--- src/rtl/multicycle_control.sv ---
// multicycle_control: Moore FSM sequencing the multi-cycle MIPS datapath with ready-handshake memory waits.
module multicycle_control #(
    parameter int TIMEOUT = 0,
    parameter bit EN_BNE  = 1'b1
) (
    input  logic       clk_i,
    input  logic       rst_i,
    input  logic [5:0] Op_i,
    input  logic       MemReady_i,
    output logic       PCWrite_o,
    output logic       PCWriteCond_o,
    output logic       BranchNe_o,
    output logic       IorD_o,
    output logic       MemRead_o,
    output logic       MemWrite_o,
    output logic       IRWrite_o,
    output logic       MemToReg_o,
    output logic       RegDst_o,
    output logic       RegWrite_o,
    output logic       ALUSrcA_o,
    output logic [1:0] ALUSrcB_o,
    output logic [1:0] ALUOp_o,
    output logic [1:0] PCSrc_o,
    output logic       Error_o,
    output logic [3:0] State_o
);
    typedef enum logic [3:0] {
        FETCH = 4'd0, DECODE = 4'd1, MEMADR = 4'd2, MEMRD = 4'd3, MEMWB = 4'd4,
        MEMWR = 4'd5, EXEC = 4'd6, RWB = 4'd7, BRANCH = 4'd8, JUMP = 4'd9,
        ADDIEX = 4'd10, ADDIWB = 4'd11, ERR = 4'd15
    } state_t;

    localparam int CW = (TIMEOUT > 0) ? $clog2(TIMEOUT + 1) : 1;
    localparam logic [5:0] OP_R = 6'b000000, OP_ADDI = 6'b001000, OP_LW = 6'b100011;
    localparam logic [5:0] OP_SW = 6'b101011, OP_BEQ = 6'b000100, OP_BNE = 6'b000101;
    localparam logic [5:0] OP_J = 6'b000010;

    state_t state_q, state_d;
    logic [5:0] op_q, op_d;
    logic [CW-1:0] cnt_q, cnt_d;
    logic waiting, timeout;

    always_comb begin
        waiting = (state_q == FETCH || state_q == MEMRD || state_q == MEMWR) && !MemReady_i;
        timeout = waiting && (TIMEOUT > 0) && (int'(cnt_q) + 1 >= TIMEOUT);
        op_d = (state_q == DECODE) ? Op_i : op_q;
        state_d = state_q;
        case (state_q)
            FETCH:  state_d = timeout ? ERR : (MemReady_i ? DECODE : FETCH);
            DECODE:
                case (Op_i)
                    OP_LW, OP_SW: state_d = MEMADR;
                    OP_R:         state_d = EXEC;
                    OP_BEQ:       state_d = BRANCH;
                    OP_BNE:       state_d = EN_BNE ? BRANCH : ERR;
                    OP_J:         state_d = JUMP;
                    OP_ADDI:      state_d = ADDIEX;
                    default:      state_d = ERR;
                endcase
            MEMADR: state_d = (op_q == OP_LW) ? MEMRD : MEMWR;
            MEMRD:  state_d = timeout ? ERR : (MemReady_i ? MEMWB : MEMRD);
            MEMWR:  state_d = timeout ? ERR : (MemReady_i ? FETCH : MEMWR);
            EXEC:   state_d = RWB;
            ADDIEX: state_d = ADDIWB;
            MEMWB, RWB, BRANCH, JUMP, ADDIWB: state_d = FETCH;
            default: state_d = ERR;
        endcase
        // counter only runs while parked in a memory state; saturates at all-ones
        cnt_d = (waiting && state_d == state_q) ? ((&cnt_q) ? cnt_q : cnt_q + 1'b1) : '0;
    end

    always_ff @(posedge clk_i) begin
        if (rst_i) begin
            state_q <= FETCH;
            op_q    <= '0;
            cnt_q   <= '0;
        end else begin
            state_q <= state_d;
            op_q    <= op_d;
            cnt_q   <= cnt_d;
        end
    end

    always_comb begin
        PCWrite_o     = 1'b0;
        PCWriteCond_o = 1'b0;
        BranchNe_o    = 1'b0;
        IorD_o        = 1'b0;
        MemRead_o     = 1'b0;
        MemWrite_o    = 1'b0;
        IRWrite_o     = 1'b0;
        MemToReg_o    = 1'b0;
        RegDst_o      = 1'b0;
        RegWrite_o    = 1'b0;
        ALUSrcA_o     = 1'b0;
        ALUSrcB_o     = 2'b00;
        ALUOp_o       = 2'b00;
        PCSrc_o       = 2'b00;
        case (state_q)
            FETCH: begin
                MemRead_o = 1'b1;
                ALUSrcB_o = 2'b01;
                IRWrite_o = MemReady_i;
                PCWrite_o = MemReady_i;
            end
            DECODE: ALUSrcB_o = 2'b11;
            MEMADR, ADDIEX: begin
                ALUSrcA_o = 1'b1;
                ALUSrcB_o = 2'b10;
            end
            MEMRD: begin
                MemRead_o = 1'b1;
                IorD_o    = 1'b1;
            end
            MEMWB: begin
                RegWrite_o = 1'b1;
                MemToReg_o = 1'b1;
            end
            MEMWR: begin
                MemWrite_o = 1'b1;
                IorD_o     = 1'b1;
            end
            EXEC: begin
                ALUSrcA_o = 1'b1;
                ALUOp_o   = 2'b11;
            end
            RWB: begin
                RegWrite_o = 1'b1;
                RegDst_o   = 1'b1;
            end
            BRANCH: begin
                ALUSrcA_o     = 1'b1;
                ALUOp_o       = 2'b01;
                PCWriteCond_o = 1'b1;
                PCSrc_o       = 2'b01;
                BranchNe_o    = (op_q == OP_BNE);
            end
            JUMP: begin
                PCWrite_o = 1'b1;
                PCSrc_o   = 2'b10;
            end
            ADDIWB: RegWrite_o = 1'b1;
            default: ;
        endcase
        // reset is synchronous, so enables must be masked until the reset edge lands
        if (rst_i) begin
            PCWrite_o     = 1'b0;
            PCWriteCond_o = 1'b0;
            MemRead_o     = 1'b0;
            MemWrite_o    = 1'b0;
            IRWrite_o     = 1'b0;
            RegWrite_o    = 1'b0;
        end
    end

    assign Error_o = (state_q == ERR);
    assign State_o = state_q;
endmodule

--- config.mk ---
export PLATFORM = sky130hd
export DESIGN_NAME = multicycle_control
export DESIGN_NICKNAME = d
export VERILOG_FILES = /design/src/rtl/multicycle_control.sv
export SDC_FILE = /design/constraint.sdc
export NUM_CORES = 1
export LEC_CHECK = 0
export CORE_MARGIN = 2
export CORE_UTILIZATION = 46
export DETAILED_ROUTE_END_ITERATION = 16
export PLACE_DENSITY = 0.88
export SLEW_MARGIN = 25
export SYNTH_ARGS = -nofsm -noshare
export SYNTH_HDL_FRONTEND = slang
export SYNTH_SLANG_ARGS = --single-unit
--- constraint.sdc ---
create_clock -name clk_i -period 2.2 [get_ports clk_i]
set_clock_uncertainty 0.1 [all_clocks]
set_input_delay 0.22 -clock clk_i [delete_from_list [all_inputs] [get_ports clk_i]]
set_output_delay 0.22 -clock clk_i [all_outputs]
set_load 0.005 [all_outputs]
==> results.md <==
- Max Cap Viol: 0
- Routed Antenna Nets: 0
- Leakage: 0.435 nW
- Fin. max-slew vios: 0
- Synth Area in Simple Gates: 45.9%
- Die footprint: 2080 um^2
- Power Dens Cells: 1050 nW/um^2
- Relative slew margins: 70.4%
- Gpl congestion: 0.793
- Endpoints failing hold: 0
- Post-synthesis async set-or-reset flop share: 0%
- Num CTS Buffers: 3
- Initial Utilization: 47.8%
- Setup violations, final: 0
- Post-DP HPWL: 1520 um
- Synth Area per Inst: 7.13 um^2
- CTS Buffer Depth: 2
- Pre-CTS setup slack: 0.250 ns
- Synth warnings: 0
- Finished Layout Cells: 160
- Slowest CP cell: clkdlybuf4s50_1
- Filler cells: 149
- Clock latency on the worst-skew pair: 0.27 ns
- Largest net degree at the start of global routing: 19
- Fin util: 70.5%
- Initial antenna violation count: 0
- Initial DRC Count: 11
- Sw power: 0.483 mW
- Primary FF master, synth: dfxtp_1
- Tmin final: 2.12 ns
- Part of the cycle the worst path needs: 96.3%
- Comb pwr share: 62.8%
- Vias in the first global route: 821
- Synth cell types: 37
- Mapped Area: 798 um^2
- Worst path cell trace: buf_4, nand2b_4, a21oi_1, nor2_1, nor2_1, clkdlybuf4s50_1
- Seq/Total Area, Yosys: 25.1%
- IO Port Bufs: 30
- Sw frac: 39.1%
- Hold depth: 2
- Setup_tns: 0 ns
- GR Overflow Total: 0
- Worst setup SP type: flip-flop
- Critical-path maximum fanout: 17
- Worst IR Drop VDD: 0.502 mV
- Chip Height: 45.7 um
- Most frequent CP cell: nor2_1
- TritonCTS clock tree: done
- # Post-CTS Setup Buffers: 0
- Clk pwr share: 13.2%
- Net Count, Synth: 121
- Crit. End Element: primary output
- RR Endpoint: op_q[5]
- Post-route DRC violation count: 0
- Layout area overhead: 47.5%
- I/O pin count: 31
- Final Net Count: 153
- Via Count: 926
- Routed len/inst: 12.6 um
- Tot Pwr: 1.24 mW
- Tightest Hold Check Type: flip-flop to flip-flop
- Outcome: finished, final reports clean
- Post-Synth XOR/XNOR Area: 2.19%
- R2R Setup Slk: 0.69 ns
- Largest family of logic cells by synthesized area: simple AND/OR/NAND/NOR gates
- Clock transition at path regs: 0.06 ns
- Clk sinks: 10
- Crit path required time: 1.88 ns
- Fmax: 472 MHz
- Hold Crit Endpoint: op_q[4]
- Chip width: 45.7 um
- Maximum level of the CTS H-tree: 1
- Ant diodes: 0
- Pint: 0.753 mW
- EDFF count, synth: 0
- Cells after Synth: 112
- Seq cells post-synth: 10
- Vias per inst: 5.79
- Hold_sp: op_q[4]
- Crit path largest cell delay: 0.50 ns
- Core area: 1670 um^2
- Routed wire length: 2020 um
- Flop pwr share: 24.0%
- Layout cells sized above 1: 14.0%
- Synth Area in Compound Gates: 19.3%
- First-pass GRT wire length: 3410 um
- R2R Path Start: State_o[1]
- Mux share of post-synthesis cell area: 1.25%
- CP bufs+invs: 2
- Row cnt: 15
- Hold_buf cts: 0
- Resize count post-CTS: 5
- Setup ws final: 0.0816 ns
- Inst Count DP: 156
- GRT Util Overall: 22.2%
- Crit path kind: flip-flop to primary output
- R2R cell count: 5
- Delay-heaviest family, CP: buffers and inverters
- Root buffer cell: clkbuf_4
- CP Data Arrival Time: 1.80 ns
- Adder-cell share of the synthesized area: 0%
- TritonRoute pass-1 iters: 4
- Least-Margin Pin Slew: 0.443 ns
tightest hold or removal path, cell delays in order, from the launching register on:
cell and delay, ns:
dfxtp_1 0.31, nand2_1 0.05, a21oi_1 0.05
cells in the final DEF, fill, tap and decap left out, types with 2 or more instances in the layout:
master,Yosys,layout
o21a_1,2,2
nand2_1,16,16
nor4_1,2,2
clkdlybuf4s50_1,0,28
o21ai_0,4,4
a21oi_1,10,10
dfxtp_1,10,9
nand2b_1,6,4
o22ai_1,2,2
and3_1,2,2
a31oi_1,4,4
nor3_1,5,4
nand2b_4,1,3
nor2_1,13,13
o31ai_1,3,3
clkbuf_4,0,3
nor3b_1,4,4
buf_4,0,6
cells by family (layout without fill, tap and decap cells):
family                 after synthesis  in the layout
XOR/XNOR                             2              2
AO/OA/AOI/OAI                       26             26
buffers and inverters               10             41
flip-flops                          10             10
multiplexers                         1              1
AND/OR/NAND/NOR                     63             63
per-layer routing:
layer,vias up,routed length (um),track usage (%)
li1,465,-,-
met1,421,854,24.8
met2,34,989,39.2
met3,6,122,4.76
met4,0,53,10.6
met5,-,0,0
sequential cells by signal, indices dropped and copies added (netlist names):
signal and count:
State_o 4, op_q 6
per-stage QoR:
stage               instance area, um^2  hold WS [ns]
floorplan                           798         0.235
global placement                   1120         0.342
detailed placement                 1120         0.352
CTS                                1160         0.362
global route                       1180         0.376
finish                             1180         0.359
worst max path at each step:
stage	end	startpoint	depth (start not counted)	slack, ns
global route	RegWrite_o	State_o[3]	6	-0.005
floorplan	BranchNe_o	State_o[3]	6	0.61
detailed placement	PCWrite_o	MemReady_i	5	0.25
CTS	RegWrite_o	State_o[3]	6	0.01
finish	RegWrite_o	State_o[3]	6	0.08
global placement	PCWrite_o	MemReady_i	5	0.25
synthesized netlist by cell type, types with 2 or more instances:
cell type  instances  share of area (%)
nand2_1           16                7.5
nor4_1             2                1.6
o22ai_1            2                1.6
nor3_1             5                3.1
a21oi_1           10                6.3
nor2_1            13                6.1
o21a_1             2                1.9
nand2b_1           6                4.7
clkbuf_1           4                1.9
o21ai_0            4                2.5
a31oi_1            4                3.1
buf_2              4                2.5
dfxtp_1           10                 25
o31ai_1            3                2.8
and3_1             2                1.6
nor3b_1            4                3.8
power by group through the flow:
stage          logic (mW)  registers (mW)  clock network (mW)
2_1_floorplan       0.444           0.278                   0
3_3_place_gp        0.738           0.285                   0
3_5_place_dp        0.752           0.291                   0
4_1_cts             0.767           0.293               0.168
5_1_grt             0.864           0.304               0.177
6_report            0.777           0.297               0.163
layout make-up:
class                           count  area, um^2  share of cell area, %
Sequential cell                    10         201                   17.1
Multi-Input combinational cell     92         568                   48.2
Clock buffer                        4        36.3                   3.08
Inverter                            1        3.75                  0.319
Tap cell                           17        21.3                   1.81
Timing Repair Buffer               36         347                   29.4
Power figures use the tool's default switching activity.
